### src/rtl/serial_divider_pkg.sv
// Shared types and constants for the serial radix-2 restoring divider.
package serial_divider_pkg;

  typedef enum logic [1:0] {
    IDLE  = 2'd0,
    SETUP = 2'd1,
    CALC  = 2'd2,
    FIXUP = 2'd3
  } state_e;

  localparam int XLEN_DEFAULT = 32;
  localparam int LAT_NORMAL   = XLEN_DEFAULT + 3;
  localparam int LAT_SPECIAL  = 3;

  // Special-case results, sliced to XLEN by the users.
  localparam logic [63:0] DIV0_QUOTIENT = '1;
  localparam logic [63:0] OVF_REMAINDER = '0;

endpackage

### src/rtl/serial_divider_step.sv
// One restoring-division iteration: shift in a dividend bit, trial-subtract, pick quotient bit.
module serial_divider_step #(
  parameter int XLEN = 32
) (
  input  logic [XLEN:0]   rem_i,
  input  logic            bit_i,
  input  logic [XLEN-1:0] divisor_i,
  output logic [XLEN:0]   rem_o,
  output logic            q_bit_o
);

  logic [XLEN+1:0] shifted;
  logic [XLEN+1:0] diff;

  always_comb begin
    shifted = {rem_i, bit_i};
    diff    = shifted - {2'b00, divisor_i};
    // A clear sign bit means the trial subtraction did not borrow.
    q_bit_o = ~diff[XLEN+1];
    rem_o   = q_bit_o ? diff[XLEN:0] : shifted[XLEN:0];
  end

endmodule

### src/rtl/serial_divider_core.sv
// Iterative signed/unsigned divider: SETUP handles signs and special cases,
// CALC produces one quotient bit per cycle, FIXUP applies signs and publishes results.
module serial_divider_core
  import serial_divider_pkg::*;
#(
  parameter int XLEN = 32
) (
  input  logic            clk_i,
  input  logic            reset_i,
  input  logic            start_i,
  input  logic            signed_i,
  input  logic [XLEN-1:0] dividend_i,
  input  logic [XLEN-1:0] divisor_i,
  output logic            busy_o,
  output logic            fini_o,
  output logic [XLEN-1:0] quotient_o,
  output logic [XLEN-1:0] remainder_o,
  output logic            div_by_zero_o
);

  localparam int CW = $clog2(XLEN);
  localparam logic [XLEN-1:0] INT_MIN = {1'b1, {(XLEN-1){1'b0}}};

  state_e          state_q;
  logic            sgn_q, neg_q_q, neg_r_q, fix_q, dbz_q;
  logic [XLEN-1:0] dvd_q, dvs_q, sh_q;
  logic [XLEN:0]   rem_q;
  logic [CW-1:0]   cnt_q;
  logic [XLEN-1:0] quot_q, remd_q;
  logic            dbz_out_q, fini_q;

  logic            dvd_neg, dvs_neg, is_div0, is_ovf;
  logic [XLEN-1:0] dvd_abs, dvs_abs;
  logic [XLEN:0]   step_rem;
  logic            step_q;

  always_comb begin
    dvd_neg = sgn_q & dvd_q[XLEN-1];
    dvs_neg = sgn_q & dvs_q[XLEN-1];
    dvd_abs = dvd_neg ? -dvd_q : dvd_q;
    dvs_abs = dvs_neg ? -dvs_q : dvs_q;
    is_div0 = (dvs_q == '0);
    is_ovf  = sgn_q && (dvd_q == INT_MIN) && (dvs_q == '1);
  end

  serial_divider_step #(.XLEN(XLEN)) u_step (
    .rem_i     (rem_q),
    .bit_i     (sh_q[XLEN-1]),
    .divisor_i (dvs_q),
    .rem_o     (step_rem),
    .q_bit_o   (step_q)
  );

  // NOTE: sequential state uses non-blocking assignments only; the synchronous
  // reset clears every register so an aborted operation leaves no trace.
  always_ff @(posedge clk_i) begin
    if (reset_i) begin
      state_q   <= IDLE;
      sgn_q     <= 1'b0;
      neg_q_q   <= 1'b0;
      neg_r_q   <= 1'b0;
      fix_q     <= 1'b0;
      dbz_q     <= 1'b0;
      dvd_q     <= '0;
      dvs_q     <= '0;
      sh_q      <= '0;
      rem_q     <= '0;
      cnt_q     <= '0;
      quot_q    <= '0;
      remd_q    <= '0;
      dbz_out_q <= 1'b0;
      fini_q    <= 1'b0;
    end else begin
      fini_q <= 1'b0;
      unique case (state_q)
        IDLE: begin
          if (start_i) begin
            sgn_q   <= signed_i;
            dvd_q   <= dividend_i;
            dvs_q   <= divisor_i;
            state_q <= SETUP;
          end
        end
        SETUP: begin
          neg_q_q <= dvd_neg ^ dvs_neg;
          neg_r_q <= dvd_neg;
          dbz_q   <= is_div0;
          if (is_div0) begin
            sh_q    <= DIV0_QUOTIENT[XLEN-1:0];
            rem_q   <= {1'b0, dvd_q};
            fix_q   <= 1'b0;
            state_q <= FIXUP;
          end else if (is_ovf) begin
            sh_q    <= dvd_q;
            rem_q   <= {1'b0, OVF_REMAINDER[XLEN-1:0]};
            fix_q   <= 1'b0;
            state_q <= FIXUP;
          end else begin
            sh_q    <= dvd_abs;
            dvs_q   <= dvs_abs;
            rem_q   <= '0;
            cnt_q   <= CW'(XLEN - 1);
            fix_q   <= 1'b1;
            state_q <= CALC;
          end
        end
        CALC: begin
          // Dividend bits leave the top of sh_q as quotient bits enter the bottom.
          rem_q <= step_rem;
          sh_q  <= {sh_q[XLEN-2:0], step_q};
          if (cnt_q == '0) state_q <= FIXUP;
          else             cnt_q   <= cnt_q - CW'(1);
        end
        FIXUP: begin
          quot_q    <= (fix_q && neg_q_q) ? -sh_q : sh_q;
          remd_q    <= (fix_q && neg_r_q) ? -rem_q[XLEN-1:0] : rem_q[XLEN-1:0];
          dbz_out_q <= dbz_q;
          fini_q    <= 1'b1;
          state_q   <= IDLE;
        end
        default: state_q <= IDLE;
      endcase
    end
  end

  assign busy_o        = (state_q != IDLE);
  assign fini_o        = fini_q;
  assign quotient_o    = quot_q;
  assign remainder_o   = remd_q;
  assign div_by_zero_o = dbz_out_q;

endmodule
### config.mk
export PLATFORM = sky130hd
export DESIGN_NAME = serial_divider_core
export DESIGN_NICKNAME = d
export VERILOG_FILES = /design/src/rtl/serial_divider_pkg.sv /design/src/rtl/serial_divider_step.sv /design/src/rtl/serial_divider_core.sv
export SDC_FILE = /design/constraint.sdc
export NUM_CORES = 1
export LEC_CHECK = 0
export CORE_MARGIN = 8
export CORE_UTILIZATION = 25
export DETAILED_ROUTE_END_ITERATION = 6
export PLACE_DENSITY = 0.46
export SLEW_MARGIN = 20
export SYNTH_ARGS = -nofsm -noshare
export SYNTH_HDL_FRONTEND = slang
export SYNTH_SLANG_ARGS = --single-unit
### constraint.sdc
create_clock -name clk_i -period 3.1 [get_ports clk_i]
set_input_delay 0.31 -clock clk_i [delete_from_list [all_inputs] [get_ports clk_i]]
set_output_delay 0.31 -clock clk_i [all_outputs]
set_load 0.01 [all_outputs]
* Word level (Yosys, flattened, before mapping)
Cells that the tools add are included. Widths: inputs -> output; s select.
Storage, ports and cells: flip-flop bits (word level) 207, latch bits 0, RAM bits 0, ROM bits 0, input bits 68, output and inout port bits 67, logic and storage cells 76, memories 0
Cells by class: $add $sub $neg 6, $mul 0, div/mod/pow operators 0, $lt $le $gt $ge 0, eq/ne operators 11, shift-type cells 0, muxes and demuxes 26, bitwise operators 4, reduce and logical (&&, ||, !) cells 14
Operators by type and width (number):
- $mux 32 | 10
- $neg 32->32 | 4
- $pmux 32 s2 | 2
- $pmux 33 s2 | 1
- $eq 32x32->1 const B | 2
- $sub 34x32->34 | 1
- $mux 33 | 1
- $logic_not 32->1 | 1
- $mux 5 | 3
- $ne 2x2->1 const B | 6
- $pmux 5 s2 | 1
- $pmux 2 s4 | 1
- $reduce_bool 2->1 | 3
- $logic_not 5->1 | 1
- $mux 1 | 5
- $reduce_and 5->1 | 1
- $sub 5x1->5 const B | 1
- $eq 2x2->1 const B | 2
- $logic_and 1x1->1 | 4
- $mux 2 | 2
- $reduce_and 2->1 | 2
- $reduce_and 4->1 | 1
- $and 1x1->1 | 2
- $eq 2x1->1 const B | 1
- 3 further kinds | 3

* Depth between registers and ports, before layout
Gate-level depths: netlist of run 1.
depth after elaboration 6, gate-level depth with buffers 13, gate-level depth less buffers 12

* Hierarchy
A second synthesis of run 1 with hierarchy kept.
Unflattened totals: cell total of the unflattened synthesis 1768, area total of the unflattened synthesis 13238.9 um^2
By module, submodules not included:
- serial_divider_core | instances 1, cells each 1440, area an instance 11068.1 um^2, seq. area each 4144.0 um^2
- serial_divider_step | instances 1, cells each 328, area an instance 2170.8 um^2, seq. area each 0.0 um^2

* Worst setup path before layout of run 1
Ideal clock, no wire load.
path kind flip-flop to flip-flop, start point register dvs_q[9], end point register sh_q[0], library setup time 0.132 ns, data arrival time 3.013 ns, data required time 2.968 ns, setup slack -0.045 ns, stages on the path, launching flop included 14, path buffers 2, period minus slack after synthesis 3.145 ns, cell sequence dfxtp_1 inv_1 ha_1 buf_2 and2_1 nor4b_2 o2111ai_1 and2_1 a211oi_2 mux2i_2 nand2_2 buf_6 o221ai_1 a21oi_1
On the way: longest elaborated chain between the ends 5, elaborated cells between the ends (all ways) 8, classes of those cells add/sub (1); eq/ne (1); mux (3); bitwise (1); reduce/logical (2)
RTL lines:
- from (decl) | line serial_divider_core.sv:26 | logic [XLEN-1:0] dvd_q, dvs_q, sh_q;
- from (signal assigned) | line serial_divider_core.sv:80 | dvs_q <= divisor_i;
- from (signal assigned) | line serial_divider_core.sv:100 | dvs_q <= dvs_abs;
- parallel branches: the longest is 4 deep, another holds $sub 34x32->34
- $pmux 32 s2 (*) | line serial_divider_core.sv:75 | unique case (state_q)
- to (signal assigned) | line serial_divider_core.sv:89 | sh_q <= DIV0_QUOTIENT[XLEN-1:0];
- to (signal assigned) | line serial_divider_core.sv:94 | sh_q <= dvd_q;
- to (signal assigned) | line serial_divider_core.sv:99 | sh_q <= dvd_abs;
- to (decl) | line serial_divider_core.sv:26
Every way passes the cells marked *. A chain may end at the register's enable or synchronous reset.

* Worst setup path after layout of run 1
start point register rem_q[13], end point register rem_q[15]
On the way: longest elaborated chain between the ends 3
RTL lines:
- from (decl) | line serial_divider_core.sv:27 | logic [XLEN:0] rem_q;
- from (signal assigned) | line serial_divider_core.sv:90 | rem_q <= {1'b0, dvd_q};
- from (signal assigned) | line serial_divider_core.sv:95 | rem_q <= {1'b0, OVF_REMAINDER[XLEN-1:0]};
- from (signal assigned) | line serial_divider_core.sv:109 | rem_q <= step_rem;
- $sub 34x32->34 | line serial_divider_step.sv:17 | diff = shifted - {2'b00, divisor_i};
- $mux 33 | line serial_divider_step.sv:20 | rem_o = q_bit_o ? diff[XLEN:0] : shifted[XLEN:0];
- $pmux 33 s2 | line serial_divider_core.sv:75
No other way between the ends.

==> qor.csv, run 1 <==
stage;metric;value;unit
outcome;status;completed;
cts;cts_tree;built;
finish;area_growth;34.0;%
power_and_ir_drop;cellPowerDensity;1200;mW/mm^2
finish;layout.cells.non_filler;2610;
routing;avgViaCountPerCell;5.05;
critical_path;cp-start-kind;flip-flop;
logic_synthesis;async_flop_share;0;
floorplanning;start_util;0.253;
logic_synthesis;synth.net_count;1785;
logic_synthesis;synth_area;0.0130;sq mm
routing;via_count;13200;
routing;wirelength;48.6;mm
grt;grt_pass1_vias;12500;
timing;hold_viol;0;
cts;clk_latency;0.56;ns
timing;period_minus_slack;3.00;ns
grt;grt_use_total;0.155;
timing;maxSlewHeadroom;0.498;
critical_path;required;3.55;ns
placement;dp_cells;2558;
finish;fillers;5450;
cts;root_buffer;clkbuf_16;
critical_path;crit_path_end_kind;flip-flop;
logic_synthesis;synth.area.top_cells;dfxtp_1 (32%), a21oi_1 (5.6%), nor2_1 (5.4%), nand2_1 (4.9%), xnor2_1 (4.7%);
timing;rsz0062_at_grt;true;
floorplanning;coreArea;0.0513;sq mm
routing;wl_per_cell;18.6;um
critical_path;worstSetupPathType;flip-flop to flip-flop;
timing;tightestPinTransition;0.753;ns
routing;antenna_left;0;
logic_synthesis;yosysSeqAreaShare;0.319;
routing;drt_iter0_drc;990;
critical_path;critPathMaxFanout;6;
logic_synthesis;netlist_instances;1672;
logic_synthesis;yosys_warnings;0;
grt;grt-ovfl-total;0;
cts;cts_buffer_depth;3;
placement;dp_hpwl;37.2;mm
timing;fin_crit_sh;0.968;
finish;drive_gt1_frac;0.155;
grt;grt_pass1_wl;74.5;mm
power_and_ir_drop;leakage;6.52;nW
logic_synthesis;synth_top_cell_by_area;dfxtp_1;
job;max-cap-violations;0;
timing;setup_viol_count_final;0;
floorplanning;die_y;244;um
grt;antenna_found_initial;0;
logic_synthesis;synth_cell_type_count;78;
min_path;min_delay_path_depth;2;
critical_path;worstPathArrival;3.45;ns
floorplanning;io_pins;135;
finish;layout_commonest_cell;dfxtp_1;
cts;path_clk_slew;0.06;ns
placement;place.gp.congestion;0.853;
logic_synthesis;synth-main-ff-cell;dfxtp_1;
critical_path;reg2reg_depth;11;
routing;drc;0;
logic_synthesis;synth-seq-cells;207;
floorplanning;row_count;83;
grt;grt_start_max_net_pins;82;
timing;max_freq;333;MHz
floorplanning;die-area;0.0594;sq mm
logic_synthesis;yosys.area.top_type_share;0.319;
placement;port_buffers;134;
logic_synthesis;synth-edff-count;0;
cts;numCtsBuffers;26;
cts;clkSinkCount;207;
min_path;min_path_type;input pin to flip-flop;
finish;nets;2025;
timing;slew_violations;0;
finish;layout_common_cells;dfxtp_1 (203), nor2_1 (184), buf_4 (176), nand2_1 (167), a21oi_1 (144);
logic_synthesis;avgSynthCellArea;7.76;sq um
floorplanning;fp.dieW;244;um
routing;drtPass1Iterations;6;
power_and_ir_drop;ir_worst_vdd;0.485;mV
timing;fin_ws;0.0983;ns
cts;cts-hold-fix-buffers;0;
finish;diodes;0;
critical_path;rrSetupSlack;0.1;ns
timing;clock_skew;0.0169;ns
placement;dp_slack;-0.0345;ns
cts;htree_num_levels;1;
-- layout make-up --
class / instances / area, sq um / share of cell area
Clock inverter: 15 / 151 / 0.00871
Multi-Input combinational cell: 1288 / 8450 / 0.486
Timing Repair Buffer: 318 / 2810 / 0.161
Tap cell: 680 / 851 / 0.0489
Inverter: 71 / 267 / 0.0153
Clock buffer: 31 / 709 / 0.0408
Sequential cell: 207 / 4150 / 0.239
-- per-stage QoR --
stage	TNS, ns	hold slack, ns	util	area (sq um)	power, mW
6_report	0	0.217	0.339	17400	20.9
5_1_grt	-0.0247	0.251	0.339	17400	22.5
4_1_cts	0	0.232	0.332	17000	20.2
3_5_place_dp	-0.0727	0.475	0.315	16200	17.0
3_3_place_gp	-0.00522	0.478	0.315	16200	17.0
2_1_floorplan	-0.0170	0.446	-	13000	12.3
-- Yosys cell counts (5+ instances only) --
cell type  number
nor2_1        185
a222oi_1       26
or3_1          23
xor2_1         46
nand2b_1       42
buf_2          13
a311oi_1       30
dfxtp_1       207
o22ai_1         6
o211ai_1       11
ha_1           44
nand3_1        19
nor2b_1         9
o21ai_1        31
or4_1           8
nor4_1         15
nand2_1       170
inv_1          71
a31oi_1        18
nor3_1         63
o221ai_1       25
o21ai_0        41
a21oi_1       145
nand4_1        16
xnor2_1        70
o41ai_1        10
a21o_1         35
and2_1         14
o31ai_1        19
nor3b_1         5
mux2i_1        24
clkbuf_1       87
and3_1         15
a211oi_1       49
-- timing repair --
action,CTS,global route
gates cloned,0,3
endpoints found under the setup margin,21,97
resized for setup,2,61
pin swaps,1,11
buffers inserted,1,2
-- worst max-delay path, stage by stage (launching register included) --
cell and delay [ns]:
dfxtp_1 0.38, ha_4 0.32, nand2_2 0.08, nor4b_4 0.36
o2111ai_2 0.18, and2_4 0.19, a211oi_4 0.26, buf_12 0.16
mux2_4 0.37, nor3_1 0.21, o21ai_1 0.10, a311oi_1 0.29
-- power breakdown --
group | switching [mW] | internal (mW)
Combinational | 7.77 | 5.96
Clock | 1.29 | 1.80
Sequential | 0.709 | 3.35
-- registers in the layout, summed over array words and instances (netlist names), 2 cells and up --
signal	cells
cnt_q	5
sh_q	32
remainder_o	32
dvd_q	32
rem_q	33
quotient_o	32
dvs_q	32
state_q	2
-- cells by family (layout without fill, tap and decap cells) --
| logic type | count (synthesis) | after routing | synth area share |
|---|---|---|---|
| adder cells (fa/ha/maj) | 45 | 45 | 0.0440 |
| XOR/XNOR | 116 | 116 | 0.0783 |
| AND/OR/NAND/NOR | 608 | 608 | 0.225 |
| buffers and inverters | 179 | 435 | 0.0548 |
| AO/OA/AOI/OAI | 488 | 488 | 0.255 |
| flip-flops | 207 | 207 | 0.319 |
| multiplexers | 29 | 31 | 0.0230 |
-- layer usage --
metal,vias up,share of wire,GRT usage
met5,-,0,0
met4,0,0.016,0.0335
met3,50,0.053,0.0211
met2,345,0.43,0.232
met1,6202,0.50,0.230
li1,6583,-,-
-- final timing paths --
path	from	endpoint
worst min-delay path	reset_i	dvs_q[25]
worst min register to register	quotient_o[2]	quotient_o[2]
worst max register to register	rem_q[13]	rem_q[15]
worst max-delay path	rem_q[13]	rem_q[15]
Note: power is estimated with default switching activity, not from simulation.
==> run 2, diff against run 1 <==
--- a/config.mk
+++ b/config.mk
@@ -6,9 +6,9 @@
 export NUM_CORES = 1
 export LEC_CHECK = 0
 export CORE_MARGIN = 8
-export CORE_UTILIZATION = 25
+export CORE_UTILIZATION = 35
 export DETAILED_ROUTE_END_ITERATION = 6
-export PLACE_DENSITY = 0.46
+export PLACE_DENSITY = 0.59
 export SLEW_MARGIN = 20
 export SYNTH_ARGS = -nofsm -noshare
 export SYNTH_HDL_FRONTEND = slang
==> qor.csv, run 2 (same netlist as run 1, synthesis figures left out) <==
stage;metric;value;unit;change
timing;setup_viol_count_final;0;;unchanged
grt;grt_pass1_vias;12600;;+0.72%
power_and_ir_drop;switchingPower;9.49;mW;-2.9%
floorplanning;die-area;0.0435;sq mm;-27%
power_and_ir_drop;cellPowerDensity;1210;mW/mm^2;+0.38%
timing;fin_crit_sh;0.984;;+0.0160
routing;wl_met2;19.3;mm;-7.2%
finish;largest_register_ffs;33;;unchanged
finish;layout_common_cells;dfxtp_1 (201), nor2_1 (184), nand2_1 (167), buf_4 (159), a21oi_1 (141);;
critical_path;critPathMaxFanout;4;;-2
critical_path;path_cells;inv_1 -> ha_4 -> nand2_2 -> nor4b_4 -> o2111ai_2 -> and2_4 -> a211oi_4 -> buf_6 -> mux2i_4 -> nand2_2 -> buf_4 -> mux2i_1 -> a311oi_1;;
cts;path_clk_slew;0.07;ns;about the same
routing;wl_met1;21.7;mm;-11%
job;max-cap-violations;0;;unchanged
critical_path;worstSetupPathType;flip-flop to flip-flop;;
routing;drt_iter0_drc;1302;;+32%
finish;top_register;rem_q;;
routing;avgViaCountPerCell;5.61;;+11%
timing;maxSlewHeadroom;0.492;;-0.00642
routing;dr.max_layer_used;met4;;
floorplanning;start_util;0.355;;+0.102
cts;htree_num_levels;1;;unchanged
finish;layout_commonest_cell;dfxtp_1;;
finish;fillers;3605;;-34%
grt;grt_use_total;0.195;;+0.0407
floorplanning;die_y;209;um;-14%
critical_path;crit_path_end_kind;flip-flop;;
cts;clkSinkCount;207;;unchanged
grt;grt-ovfl-total;0;;unchanged
placement;place.gp.congestion;0.855;;+0.20%
finish;area_growth;31.2;%;
finish;drive_gt1_frac;0.151;;-0.00357
finish;nets;2011;;-0.69%
timing;period_minus_slack;3.05;ns;+0.0495 ns
critical_path;crit_top_cell;nand2_2;;
power_and_ir_drop;clkPwrFrac;0.141;;-0.007
floorplanning;fp.dieW;209;um;-14%
routing;wl_per_cell;18.9;um;+1.4%
cts;root_buffer;clkbuf_16;;
placement;port_buffers;134;;unchanged
finish;layout.cells.non_filler;2384;;-8.7%
critical_path;required;3.54;ns;about the same
placement;dp_slack;-0.00837;ns;+0.0261 ns
routing;antenna_left;0;;unchanged
finish;final_cell_area;0.0170;sq mm;-2.1%
routing;routed-wl-met3;2.87;mm;+11%
power_and_ir_drop;ir_worst_vdd;0.689;mV;+42%
cts;cts-hold-fix-buffers;0;;unchanged
timing;clock_skew;0.0271;ns;+0.0102 ns
placement;dp_cells;2327;;-9.0%
floorplanning;coreArea;0.0365;sq mm;-29%
cts;cts_tree;built;;
critical_path;cp_slowest_cell;nor4b_4;;
power_and_ir_drop;p_sw_frac;0.462;;-0.00571
routing;wirelength;45.0;mm;-7.4%
routing;drc;2;;+2
outcome;violations;DRC;;
timing;tightestPinTransition;0.762;ns;+0.00962 ns
grt;grt_pass1_wl;70.5;mm;-5.3%
timing;hold_viol;0;;unchanged
cts;clk_latency;0.54;ns;-0.02 ns
timing;max_freq;328;MHz;-1.6%
power_and_ir_drop;p_seq_frac;0.200;;+0.006
timing;fin_ws;0.0488;ns;-0.0495 ns
floorplanning;row_count;70;;-16%
min_path;min_path_type;input pin to flip-flop;;
finish;diodes;0;;unchanged
critical_path;slowest_delay;0.36;ns;-0.02 ns
critical_path;worstPathArrival;3.50;ns;+0.05 ns
power_and_ir_drop;leakage;6.42;nW;-1.6%
timing;fin_tns_setup;0;ns;unchanged
grt;grt_start_max_net_pins;120;;+46%
placement;dp_hpwl;33.7;mm;-9.2%
floorplanning;io_pins;135;;unchanged
power_and_ir_drop;p_int;11.0;mW;-0.67%
routing;via_count;13400;;+1.4%
timing;slew_violations;0;;unchanged
grt;antenna_found_initial;0;;unchanged
outcome;status;complete, but fails checks;;
timing;rsz0062_at_grt;true;;
power_and_ir_drop;pwr-share-comb;0.659;;about the same
routing;drtPass1Iterations;7;;+1
placement;placed_area;0.0158;sq mm;-2.4%
cts;numCtsBuffers;25;;-3.8%
critical_path;cp-start-kind;flip-flop;;
cts;cts_buffer_depth;3;;unchanged
-- run 2: cell types whose count changed in the layout (fill, tap and decap cells not counted), moves of 3 or more --
cell / previous run / this run
a21oi_1: 144 / 141
buf_4: 176 / 159
clkbuf_1: 1 / 5
clkbuf_8: 4 / 1
clkinv_4: 3 / 0
ha_1: 38 / 33
ha_4: 5 / 9
-- run 2: what timing repair did --
item,in CTS,in global routing
pin swaps,0,18
buffers inserted,0,8
endpoints found under the setup margin,5,69
resized for setup,2,65
cloned,0,4
-- run 2: path summary, 6_finish.rpt --
kind,from,endpoint,slack [ns],cells after the start
max,dvs_q[14],rem_q[31],0.05,13
min,reset_i,dvs_q[11],0.22,2
max reg2reg,dvs_q[14],rem_q[31],0.05,13
min reg2reg,quotient_o[9],quotient_o[9],0.48,2
-- run 2: final cells by class --
cell class / count / area, sq um / area share
Sequential cell: 207 / 4150 / 0.244
Inverter: 71 / 267 / 0.0157
Tap cell: 468 / 586 / 0.0344
Multi-Input combinational cell: 1288 / 8470 / 0.498
Clock inverter: 14 / 130 / 0.00765
Timing Repair Buffer: 305 / 2760 / 0.162
Clock buffer: 31 / 658 / 0.0387
-- run 2: power groups by stage --
stage	combinational (mW)	sequential [mW]	clock (mW)
2_1_floorplan	8.25	4.09	0
3_3_place_gp	12.4	4.10	0
3_5_place_dp	12.5	4.13	0
4_1_cts	12.6	4.07	2.97
5_1_grt	14.9	4.20	3.07
6_report	13.5	4.10	2.90
-- run 2: through the flow --
step	hold WS [ns]	power, mW	util
after global routing	0.248	22.1	0.466
after global placement	0.474	16.5	0.432
after floorplan	0.446	12.3	-
after CTS	0.236	19.6	0.454
final	0.224	20.5	0.466
after detailed placement	0.477	16.6	0.432
-- run 2: layer usage --
| metal | vias to the layer above | track usage |
|---|---|---|
| li1 | 6549 | - |
| met1 | 6308 | 0.282 |
| met2 | 446 | 0.297 |
| met3 | 64 | 0.0280 |
| met4 | 0 | 0.0554 |
| met5 | - | 0 |
-- run 2: worst max-delay path: cells and delay by family, from the launching register on --
| kind | cells | cell delay, ns |
|---|---|---|
| flops | 1 | 0.33 |
| simple gates | 4 | 0.77 |
| buf+inv | 3 | 0.38 |
| mux | 2 | 0.46 |
| fa+ha+maj | 1 | 0.28 |
| compound gates | 3 | 0.72 |
==> run 3, diff against run 2 <==
--- a/config.mk
+++ b/config.mk
@@ -5,6 +5,7 @@
 export SDC_FILE = /design/constraint.sdc
 export NUM_CORES = 1
 export LEC_CHECK = 0
+export ABC_CLOCK_PERIOD_IN_PS = 3100
 export CORE_MARGIN = 8
 export CORE_UTILIZATION = 35
 export DETAILED_ROUTE_END_ITERATION = 6
==> results of run 3 <==
Same layout as run 2: the final DEF is identical, and so are final timing and power.
